==> src/rtl/sine_pwm_pkg.sv <==
// Shared widths, midscale constant and the sample-to-duty scaling helper for the sine PWM DAC.
package sine_pwm_pkg;

    localparam int DEF_SAMPLE_W = 8;
    localparam int DEF_PWM_W    = 8;
    localparam int DEF_AMP_W    = 4;

    localparam logic [DEF_SAMPLE_W-1:0] MIDSCALE = {1'b1, {(DEF_SAMPLE_W-1){1'b0}}};

    // Signed sample times unsigned gain, floor-divided by 2**amp_w, shifted to offset binary.
    // Callers keep the low SAMPLE_W bits; the result always fits, so no saturation.
    function automatic logic [31:0] scale_to_duty(
        input logic signed [31:0] sample,
        input logic        [31:0] gain,
        input int                 amp_w,
        input logic        [31:0] midscale
    );
        logic signed [31:0] prod;
        logic signed [31:0] shifted;
        prod    = sample * $signed(gain);
        shifted = prod >>> amp_w;
        return shifted + midscale;
    endfunction

endpackage

==> src/rtl/sine_pwm_dac_if.sv <==
// Sample stream into the PWM DAC: signed sample with valid/ready handshake.
interface sine_pwm_dac_if import sine_pwm_pkg::*; #(
    parameter int SAMPLE_W = DEF_SAMPLE_W
);
    logic signed [SAMPLE_W-1:0] sample_in;
    logic                       sample_valid;
    logic                       sample_ready;

    modport master (output sample_in, output sample_valid, input  sample_ready);
    modport slave  (input  sample_in, input  sample_valid, output sample_ready);
endinterface

==> src/rtl/pwm_compare_counter.sv <==
// Free-running PWM period counter with registered duty compare and period markers.
module pwm_compare_counter #(
    parameter int PWM_W    = 8,
    parameter int SAMPLE_W = 8
) (
    input  logic                clk,
    input  logic                rst,
    input  logic [SAMPLE_W-1:0] duty,
    output logic                boundary,
    output logic                pwm_out,
    output logic                period_start
);
    localparam int CMP_W = (PWM_W > SAMPLE_W) ? PWM_W : SAMPLE_W;

    logic [PWM_W-1:0] cnt_reg;
    logic             pwm_out_reg;
    logic             period_start_reg;

    // Last cycle of the period: the only cycle where duty may be reloaded.
    assign boundary     = &cnt_reg;
    assign pwm_out      = pwm_out_reg;
    assign period_start = period_start_reg;

    always_ff @(posedge clk or posedge rst) begin
        if (rst) begin
            cnt_reg          <= '0;
            pwm_out_reg      <= 1'b0;
            period_start_reg <= 1'b0;
        end else begin
            cnt_reg          <= cnt_reg + PWM_W'(1);
            pwm_out_reg      <= CMP_W'(cnt_reg) < CMP_W'(duty);
            period_start_reg <= boundary;
        end
    end

endmodule

==> src/rtl/sine_pwm_dac.sv <==
// Sine sample PWM output stage: handshake, one-deep hold, gain scaling, mute.
// Optional PWM_SOFT_MUTE_EN: gain ramps one step per period toward amplitude (or 0 while muted).
module sine_pwm_dac import sine_pwm_pkg::*; #(
    parameter int SAMPLE_W = DEF_SAMPLE_W,
    parameter int PWM_W    = DEF_PWM_W,
    parameter int AMP_W    = DEF_AMP_W
) (
    input  logic                 clk,
    input  logic                 rst,
    sine_pwm_dac_if.slave        sif,
    input  logic [AMP_W-1:0]     amplitude,
    input  logic                 mute,
    output logic                 pwm_out,
    output logic                 period_start,
    output logic                 underrun
);
    localparam logic [SAMPLE_W-1:0] MID = {1'b1, {(SAMPLE_W-1){1'b0}}};

    logic                boundary;
    logic                accept;
    logic [AMP_W-1:0]    gain;
    logic [SAMPLE_W-1:0] scaled_duty;
    logic [SAMPLE_W-1:0] duty_load;
    logic                load_en;

    logic                hold_full_reg;
    logic [SAMPLE_W-1:0] hold_duty_reg;
    logic [SAMPLE_W-1:0] duty_active_reg;
    logic                underrun_reg;

    // The boundary cycle drains the hold, so a new sample may enter in that same cycle.
    assign sif.sample_ready = !hold_full_reg || boundary;
    assign accept           = sif.sample_valid && sif.sample_ready;
    assign underrun         = underrun_reg;

    assign scaled_duty = SAMPLE_W'(scale_to_duty(32'(sif.sample_in), 32'(gain), AMP_W, 32'(MID)));

`ifdef PWM_SOFT_MUTE_EN
    logic [AMP_W-1:0] gain_reg;
    logic [AMP_W-1:0] gain_target;

    assign gain_target = mute ? '0 : amplitude;
    assign gain        = gain_reg;
    assign duty_load   = hold_duty_reg;
    assign load_en     = hold_full_reg;

    always_ff @(posedge clk or posedge rst) begin
        if (rst) begin
            gain_reg <= '0;
        end else if (boundary) begin
            if (gain_reg < gain_target) begin
                gain_reg <= gain_reg + AMP_W'(1);
            end else if (gain_reg > gain_target) begin
                gain_reg <= gain_reg - AMP_W'(1);
            end
        end
    end
`else
    // Hard mute overrides whatever the hold contains, even when it is empty.
    assign gain      = amplitude;
    assign duty_load = mute ? MID : hold_duty_reg;
    assign load_en   = hold_full_reg || mute;
`endif

    always_ff @(posedge clk or posedge rst) begin
        if (rst) begin
            hold_full_reg   <= 1'b0;
            hold_duty_reg   <= MID;
            duty_active_reg <= MID;
            underrun_reg    <= 1'b0;
        end else begin
            if (accept) begin
                hold_full_reg <= 1'b1;
                hold_duty_reg <= scaled_duty;
            end else if (boundary) begin
                hold_full_reg <= 1'b0;
            end
            if (boundary && load_en) begin
                duty_active_reg <= duty_load;
            end
            underrun_reg <= boundary && !hold_full_reg;
        end
    end

    pwm_compare_counter #(
        .PWM_W    (PWM_W),
        .SAMPLE_W (SAMPLE_W)
    ) u_pwm (
        .clk          (clk),
        .rst          (rst),
        .duty         (duty_active_reg),
        .boundary     (boundary),
        .pwm_out      (pwm_out),
        .period_start (period_start)
    );

endmodule

==> src/flat_wrapper.sv <==
// flat-port wrapper written by rule: the top's interface ports become plain ports
module sine_pwm_dac_flat import sine_pwm_pkg::*;
#(
    parameter int SAMPLE_W = DEF_SAMPLE_W,
    parameter int PWM_W    = DEF_PWM_W,
    parameter int AMP_W    = DEF_AMP_W
)
  (clk, rst, amplitude, mute, pwm_out, period_start, underrun, sif_sample_in, sif_sample_valid, sif_sample_ready);
  sine_pwm_dac_if #(.SAMPLE_W(SAMPLE_W)) sif_i ();
  input  logic clk;
  input  logic rst;
  input  logic [AMP_W-1:0] amplitude;
  input  logic mute;
  output logic pwm_out;
  output logic period_start;
  output logic underrun;
  input wire logic [$bits(sif_i.sample_in)-1:0] sif_sample_in;
  input wire logic [$bits(sif_i.sample_valid)-1:0] sif_sample_valid;
  output wire logic [$bits(sif_i.sample_ready)-1:0] sif_sample_ready;
  assign sif_i.sample_in = sif_sample_in;
  assign sif_i.sample_valid = sif_sample_valid;
  assign sif_sample_ready = sif_i.sample_ready;
  sine_pwm_dac #(.SAMPLE_W(SAMPLE_W), .PWM_W(PWM_W), .AMP_W(AMP_W)) u_core (.clk(clk), .rst(rst), .sif(sif_i), .amplitude(amplitude), .mute(mute), .pwm_out(pwm_out), .period_start(period_start), .underrun(underrun));
endmodule
==> config.mk <==
export PLATFORM = sky130hd
export DESIGN_NAME = sine_pwm_dac_flat
export DESIGN_NICKNAME = d
export VERILOG_FILES = /design/src/rtl/sine_pwm_pkg.sv /design/src/rtl/sine_pwm_dac_if.sv /design/src/rtl/pwm_compare_counter.sv /design/src/rtl/sine_pwm_dac.sv /design/src/flat_wrapper.sv
export SDC_FILE = /design/constraint.sdc
export NUM_CORES = 1
export LEC_CHECK = 0
export BUFFER_PORTS_ARGS = -buffer_cell sky130_fd_sc_hd__buf_4
export CAP_MARGIN = 10
export CELL_PAD_IN_SITES_DETAIL_PLACEMENT = 1
export CELL_PAD_IN_SITES_GLOBAL_PLACEMENT = 1
export CORE_UTILIZATION = 33
export CTS_CLUSTER_DIAMETER = 30
export DETAILED_ROUTE_END_ITERATION = 8
export PLACE_DENSITY = 0.63
export SYNTH_ARGS = -nofsm -noshare
export SYNTH_HDL_FRONTEND = slang
export SYNTH_SLANG_ARGS = --single-unit
==> constraint.sdc <==
create_clock -name clk -period 1.6 [get_ports clk]
set_input_delay 0.08 -clock clk [delete_from_list [all_inputs] [get_ports clk]]
set_output_delay 0.08 -clock clk [all_outputs]
set_load 0.01 [all_outputs]
; ---- Yosys cells after proc, flatten, opt, wreduce, memory -nomap -nowiden
; Cells that the tools add are included.
[classes]
n_bitwise = 0
n_reduce_logical = 8
n_lt_le_gt_ge = 1
shifts = 0
n_addsub = 2
eq_ne = 0
n_div = 0
muxes = 3
n_mul = 1
[ops]
columns = operator, count
row1 = $mul A8 B5 Y12, 1
row2 = $add A8 B1 Y8 const B, 1
row3 = $add A8 B8 Y8 const B, 1
row4 = $lt A8 B8 Y1, 1
row5 = $mux W8, 1
row6 = $reduce_and A8 Y1, 1
row7 = $logic_and A1 B1 Y1, 3
row8 = $logic_or A1 B1 Y1, 2
row9 = $mux W1, 2
row10 = $reduce_bool A2 Y1, 1
row11 = $logic_not A1 Y1, 1
[totals]
reg_bits = 28
mem_bits_ro = 0
elab_cells = 22
n_memories = 0
out_inout_bits = 4
inputBits = 16
latch_bits = 0
ram_bits = 0

; ---- Logic depth before layout (Yosys ltp)
; Gate-level depths: netlist of the first run.
[depth]
word_depth = 4
depth_mapped = 13
mapped_depth_nobuf = 13

; ---- Modules after synthesis
; From an unflattened synthesis of the first run, not the netlist that was laid out.
[hier_totals]
hier_cells = 254
area_unflattened_um2 = 2412.3
[modules_own_cells]
columns = module, n_inst, area_per_inst_um2, cells_per_inst, seq_area_each_um2
row1 = sine_pwm_dac, 1, 1855.5, 201, 452.9
row2 = pwm_compare_counter, 1, 556.8, 53, 250.2

; ---- Worst setup path before layout of the first run
; No wires, ideal clock.
[synth_timing]
kind = input to register
startpoint = input port sif_sample_in[3]
endpoint = register u_core.hold_duty_reg[6]
arrival_ns = 3.392
cell_stages = 13
setup_ns = 0.125
required_time_ns = 1.475
n_path_buf = 0
slack_ns = -1.917
cell_sequence = and2_1 -> ha_1 -> fa_1 -> inv_1 -> fa_1 -> inv_1 -> ha_1 -> and4_1 -> a221o_1 -> a2111oi_4 -> o21bai_2 -> xor2_1 -> mux2_2
[synth_between]
elab_chain_len = 2
[synth_lines]
columns = element, line_no
row1 = "start, declared", flat_wrapper.sv:17  ; input wire logic [$bits(sif_i.sample_in)-1:0] sif_sample_in;
row2 = $mul A8 B5 Y12, sine_pwm_pkg.sv:20  ; prod = sample * $signed(gain);
row3 = $add A8 B8 Y8, sine_pwm_pkg.sv:22  ; return shifted + midscale;
row4 = "end signal, assigned", sine_pwm_dac.sv:74  ; hold_duty_reg <= scaled_duty;
row5 = "end, declared", sine_pwm_dac.sv:27  ; logic [SAMPLE_W-1:0] hold_duty_reg;
; No other way between the ends.
; A chain may end at the register's enable or synchronous reset.

; ---- Final worst setup path of the first run
[layout_timing]
startpoint = input port amplitude[3]
endpoint = register u_core.hold_duty_reg[5]
[layout_between]
elab_chain_len = 2
[layout_lines]
columns = element, line_no
row1 = "start, declared", flat_wrapper.sv:12  ; input logic [AMP_W-1:0] amplitude;
row2 = $mul A8 B5 Y12, sine_pwm_pkg.sv:20
row3 = $add A8 B8 Y8, sine_pwm_pkg.sv:22
; No other way between the ends.

==> flow_summary.json, run 1 <==
{
  "finalMaxSlewViolations": 0,
  "finalSetupViolations": 9,
  "clk_path_buf_depth": 2,
  "post_synth_inst_count": 233,
  "synth_ff_type": "sky130_fd_sc_hd__dfrtp_1",
  "clock_h_tree_levels": 1,
  "clock_tree.root_cell": "sky130_fd_sc_hd__clkbuf_8",
  "path_cells": "buf_8 > and2_4 > ha_4 > inv_2 > fa_1 > fa_1 > inv_2 > ha_4 > and4_1 > a221o_1 > a2111oi_4 > buf_4 > xnor2_2 > mux2_4",
  "groute.usage.overall_pct": 15.8,
  "yosys_warnings": 0,
  "layout-area-overhead-vs-synth_pct": 42.6,
  "placedInstanceArea_um2": 2910,
  "core_area_um2": 6530,
  "setup.worst_path.end_class": "register",
  "sum_of_routed_wire_segments_on_met1_um": 2570,
  "fp.dieArea_um2": 7260,
  "max_stage_delay_ps": 510,
  "synth_fp_nets": 291,
  "route.detailed.wl_per_inst_um": 14.1,
  "worst_ep_arrival_time_ps": 3330,
  "fin_worst_skew_ps": 8.89,
  "path_delay_family": "adder cells",
  "rrSetupSlack_ps": -80,
  "yosys_register_bits": 28,
  "crit_path_start_kind": "input port",
  "die-width_um": 85.2,
  "synth_sequential_area_ratio_pct": 30.8,
  "grt_overflow": 0,
  "drtIter0Drc": 22,
  "grt_setup_unrepaired": "true",
  "numCtsBuffers": 3,
  "first_global_vias": 1940,
  "layout-drive-gt1-share_pct": 40.0,
  "cts_tree": "built",
  "final_min_period_over_clock_period_pct": 198,
  "clkLatencyLatePin_ps": 270,
  "worst_ep_required_time_ps": 1760,
  "synth_top_area_share_pct": 28.5,
  "irDropWorstVdd_v": 0.000305,
  "synth_async_sr_flop_share_pct": 100,
  "fin_total_pwr_mw": 2.11,
  "numPortBuffers": 19,
  "worstPathBufferInverterCount": 4,
  "finalWirelength_um": 5390,
  "total_leakage_power_nw": 1.63,
  "antenna_violations_before_repair": 0,
  "critical_path_peak_fanout": 5,
  "setup.worst_path.start": "amplitude[3]",
  "fin_nets": 365,
  "netlist_top_cells_area": "sky130_fd_sc_hd__dfrtp_1 (28%), sky130_fd_sc_hd__ha_1 (15%), sky130_fd_sc_hd__fa_1 (13%)",
  "synth_area_um2": 2290,
  "yosys.cell_types.count": 29,
  "final_gp_congestion": 0.759,
  "max_cap_violations": 0,
  "path_clk_slew_ps": 100,
  "avg_synthesized_cell_area_um2": 9.81,
  "die_y_um": 85.2,
  "maxSlewHeadroom_pct": 72.8,
  "finalWorstPathRequiredPeriod_ps": 3170,
  "via_per_inst": 4.72,
  "router_iterations_before_antenna_repair": 4,
  "tightest_slew_ps": 407,
  "rows": 29,
  "worstSetupPathType": "input port to register",
  "count_of_flip_flops_with_a_built_in_enable_after_synthesis": 0,
  "initial_core_util_pct": 35.0,
  "power.density_nw_per_um2": 648,
  "min_delay_path_class": "input port to register",
  "antenna_cells": 0,
  "worst_slack_ps": -1570,
  "seqCellArea_um2": 703,
  "instances_no_fill": 382,
  "worstRegToRegCells": 7,
  "multi_input_comb_area_um2": 1660,
  "dpl.hpwl_um": 4060,
  "cts.sinks": 28,
  "rr_endpoint": "u_core.hold_duty_reg[4]",
  "timing.rr.start": "u_core.u_pwm.cnt_reg[0]",
  "drc_errors": 0,
  "worstSetupPathDepth": 14,
  "setup.worst_path.end": "u_core.hold_duty_reg[5]",
  "timing.critical_path.slowest_stage_cell": "sky130_fd_sc_hd__fa_1",
  "clock.fmax_mhz": 316,
  "pin_count_of_the_biggest_net_entering_global_routing": 29,
  "final_area_um2": 3260,
  "maxUsedRoutingLayer": "met4",
  "synth_largest_area_cell": "sky130_fd_sc_hd__dfrtp_1",
  "min_from": "mute",
  "hold_viol": 0,
  "number_of_primary_i_o_pins": 20,
  "grt_first_pass_wirelength_um": 9070,
  "dr_total_vias": 1804,
  "run_status": "finished with violations",
  "met3_length_um": 65,
  "final_antenna_net_count": 0,
  "met2RoutedLength_um": 2730,
  "dp.cells": 369,
  "violations": "setup timing",
  "n_fill_cell": 728
}
-- per-layer routing --
layer  vias up  track usage (%)
met1       902             21.7
met5         -                0
met2        11             26.8
li1        889                -
met3         2             2.43
met4         0             2.31
-- cells by family after synthesis --
kind of cell | after synthesis | share of synthesized area (%)
multiplexers | 8 | 3.94
XOR/XNOR | 17 | 6.51
flip-flops | 28 | 30.8
AO/OA/AOI/OAI | 24 | 7.44
AND/OR/NAND/NOR | 67 | 15.7
buffers and inverters | 47 | 7.72
adder cells (fa/ha/maj) | 42 | 27.9
-- how the worst min path moves through the flow --
stage | to | slack (ps) | cells after the start
global route | u_core.duty_active_reg[7] | 110 | 3
detailed placement | u_core.u_pwm.cnt_reg[6] | 180 | 3
floorplan | u_core.duty_active_reg[0] | 140 | 1
finish | u_core.duty_active_reg[7] | 120 | 3
global placement | u_core.u_pwm.pwm_out | 180 | 3
CTS | u_core.duty_active_reg[7] | 110 | 3
-- final cells by class --
| cell class | instances | share of cell area (%) |
|---|---|---|
| Clock buffer | 3 | 1.27 |
| Inverter | 46 | 5.30 |
| Timing Repair Buffer | 70 | 17.9 |
| Tap cell | 77 | 2.95 |
| Sequential cell | 28 | 21.6 |
| Multi-Input combinational cell | 158 | 51.0 |
-- tightest hold or removal path, delay by kind of cell --
kind	cells	cell delay [ps]
buf+inv	1	130
compound gates	2	150
-- power breakdown --
| part | switching [mW] | internal [mW] | leakage (nW) |
|---|---|---|---|
| logic | 0.465 | 0.543 | 1.26 |
| registers | 0.00334 | 0.720 | 0.344 |
| clock network | 0.212 | 0.169 | 0.0216 |
| total | 0.681 | 1.43 | 1.63 |
-- per-stage QoR --
stage               setup TNS (ps)  utilization [%]  hold slack, ps  setup WS [ps]
floorplan                   -10530                -             144          -1680
global placement            -12990             44.6             175          -1850
detailed placement          -13830             44.6             184          -1920
CTS                         -10890             49.0             112          -1560
global route                -12040             49.9             114          -1660
finish                      -11080             49.9             118          -1570
-- synthesized netlist by cell type (2+ instances only) --
master / instances
sky130_fd_sc_hd__a21oi_1: 4
sky130_fd_sc_hd__and2_1: 20
sky130_fd_sc_hd__and3_1: 3
sky130_fd_sc_hd__and4_1: 2
sky130_fd_sc_hd__dfrtp_1: 26
sky130_fd_sc_hd__dfstp_2: 2
sky130_fd_sc_hd__fa_1: 15
sky130_fd_sc_hd__ha_1: 27
sky130_fd_sc_hd__inv_1: 46
sky130_fd_sc_hd__mux2_2: 8
sky130_fd_sc_hd__nand2_1: 14
sky130_fd_sc_hd__nand3_1: 5
sky130_fd_sc_hd__nand3b_1: 7
sky130_fd_sc_hd__nor2_1: 12
sky130_fd_sc_hd__nor3_1: 2
sky130_fd_sc_hd__o21a_1: 2
sky130_fd_sc_hd__o21ai_0: 11
sky130_fd_sc_hd__xnor2_1: 11
sky130_fd_sc_hd__xor2_1: 6
-- cells in the final DEF (no fill, tap or decap), drive strengths merged, types with 3 or more instances in the layout --
cell type and instances:
xnor2 11, buf 68, dfrtp 26, nand3 5, a21oi 4, ha 27, clkbuf 3, inv 46
and2 20, xor2 6, o21ai 11, nand3b 7, mux2 8, fa 15, nor2 12, and3 3
nand2 14
-- timing repair --
item	4_1_cts	5_1_grt
gates cloned	1	0
hold buffers	2	0
hold endpoints to repair	27	0
endpoints found under the setup margin	18	18
pin swaps	14	10
buffers inserted	6	3
gates resized for setup	35	20
Note: power is estimated with default switching activity, not from simulation.
==> run 2, diff against run 1 <==
- CORE_UTILIZATION: 33 -> 42
- PLACE_DENSITY: 0.63 -> 0.77
- RECOVER_POWER: unset -> 100
==> flow_summary.json, run 2 (same netlist as run 1, synthesis figures left out) <==
{
  "run_status": "finished with violations",
  "die_y_um": 75.8,
  "layout.cells.most_common_list": "sky130_fd_sc_hd__buf_4 (49), sky130_fd_sc_hd__inv_1 (41), sky130_fd_sc_hd__dfrtp_1 (26), sky130_fd_sc_hd__ha_1 (21), sky130_fd_sc_hd__and2_1 (16)",
  "pin_count_of_the_biggest_net_entering_global_routing": 29,
  "finalMaxSlewViolations": 0,
  "layout-area-overhead-vs-synth_pct": 41.5,
  "die-width_um": 75.8,
  "layout-drive-gt1-share_pct": 37.5,
  "power.density_nw_per_um2": 751,
  "rrSetupSlack_ps": -420,
  "crit_path_start_kind": "input port",
  "clock_h_tree_levels": 1,
  "via_per_inst": 5.29,
  "worst_slack_ps": -1640,
  "fp.dieArea_um2": 5740,
  "antenna_violations_before_repair": 0,
  "worstRegToRegCells": 7,
  "timing.rr.start": "u_core.u_pwm.cnt_reg[1]",
  "final_min_period_over_clock_period_pct": 202,
  "critical_path_peak_fanout": 5,
  "dpl.hpwl_um": 4530,
  "numPortBuffers": 19,
  "min_delay_path_depth": 2,
  "setup_tns_ps": -14240,
  "clock.fmax_mhz": 309,
  "clkLatencyLatePin_ps": 290,
  "route.detailed.wl_per_inst_um": 22.3,
  "antenna_cells": 0,
  "path_cells": "buf_8 > and2_4 > ha_4 > inv_2 > fa_1 > fa_1 > inv_2 > ha_4 > and4_1 > a221o_1 > a2111oi_4 > o21bai_2 > xor2_1 > mux2_2",
  "maxSlewHeadroom_pct": 51.9,
  "numCtsBuffers": 3,
  "drtIter0Drc": 107,
  "worst_ep_required_time_ps": 1790,
  "worstPathBufferInverterCount": 3,
  "instances_no_fill": 379,
  "final_area_um2": 3230,
  "grt_first_pass_wirelength_um": 10500,
  "finalWirelength_um": 8450,
  "core_area_um2": 5170,
  "first_global_vias": 2112,
  "max_cap_violations": 0,
  "groute.usage.overall_pct": 25.6,
  "irDropWorstVdd_v": 0.000418,
  "min_from": "sif_sample_valid",
  "drc_errors": 0,
  "timing.critical_path.slowest_stage_cell": "sky130_fd_sc_hd__fa_1",
  "fin_nets": 368,
  "cts_tree": "built",
  "fin_worst_skew_ps": 6.78,
  "fin_total_pwr_mw": 2.43,
  "post-route-util_pct": 62.5,
  "path_delay_family": "adder cells",
  "finalSetupViolations": 19,
  "clk_path_buf_depth": 2,
  "hold_viol": 0,
  "initial_core_util_pct": 44.2,
  "router_iterations_before_antenna_repair": 4,
  "hold_path_end": "u_core.hold_full_reg",
  "finalWorstPathRequiredPeriod_ps": 3240,
  "path_clk_slew_ps": 110,
  "min_delay_path_class": "input port to register",
  "setup.worst_path.end_class": "register",
  "seqCellArea_um2": 703,
  "final_antenna_net_count": 0,
  "n_fill_cell": 581,
  "worstSetupPathType": "input port to register",
  "max_stage_delay_ps": 540,
  "cts.sinks": 28,
  "rows": 26,
  "grt_setup_unrepaired": "true",
  "tightest_slew_ps": 722,
  "worst_ep_arrival_time_ps": 3430,
  "grt_overflow": 0,
  "total_leakage_power_nw": 1.65,
  "placedInstanceArea_um2": 2910,
  "final_gp_congestion": 0.753,
  "layout.cells.most_common": "sky130_fd_sc_hd__buf_4",
  "dp.cells": 363,
  "clock_tree.root_cell": "sky130_fd_sc_hd__clkbuf_8",
  "rr_endpoint": "u_core.hold_duty_reg[1]",
  "number_of_primary_i_o_pins": 20,
  "violations": "setup timing",
  "multi_input_comb_area_um2": 1590,
  "dr_total_vias": 2006
}
-- run 2: changes by cell type in the layout (fill, tap and decap cells not counted), sizes merged --
cell | previous run | this run
clkbuf | 3 | 10
dlygate4sd3 | 2 | 1
buf | 68 | 65
bufinv | 0 | 1
-- run 2: area by class of cell --
cell class,count,share of cell area [%]
Multi-Input combinational cell,158,49.1
Sequential cell,28,21.7
Inverter,46,5.34
Timing Repair Buffer,73,19.0
Clock buffer,3,1.28
Tap cell,70,2.71
Clock inverter,1,0.928
-- run 2: repair_timing --
item	CTS	global route
setup buffers	2	12
resized for setup	25	34
hold buffers	1	0
pin swaps	13	11
endpoints found under the setup margin	18	18
endpoints found under the hold margin	26	0
-- run 2: per-stage QoR --
| stage | hold slack, ps | setup slack, ps |
|---|---|---|
| floorplan | 144 | -1680 |
| global placement | 168 | -1820 |
| detailed placement | 185 | -1900 |
| CTS | 8.00 | -1510 |
| global route | 47.7 | -1740 |
| finish | 40.1 | -1640 |
-- run 2: layer usage --
metal,track usage (%),wire length (µm)
met4,12.3,309
met2,43.1,4380
met1,32.0,3400
met3,3.97,351
met5,0,0
-- run 2: how the worst max path moves through the flow --
stage / depth (start not counted) / from / slack [ps] / to
after floorplan: 13 / sif_sample_in[2] / -1680 / u_core.hold_duty_reg[6]
after global placement: 14 / amplitude[3] / -1820 / u_core.hold_duty_reg[6]
after detailed placement: 14 / amplitude[3] / -1900 / u_core.hold_duty_reg[6]
after CTS: 14 / amplitude[3] / -1510 / u_core.hold_duty_reg[7]
after global routing: 14 / sif_sample_in[1] / -1740 / u_core.hold_duty_reg[6]
final: 14 / amplitude[3] / -1640 / u_core.hold_duty_reg[6]
-- run 2: power breakdown --
group	internal (mW)	total (mW)	switching (mW)	leakage, nW
combinational	0.558	1.11	0.554	1.28
clock	0.336	0.590	0.254	0.0357
sequential	0.720	0.726	0.00545	0.344
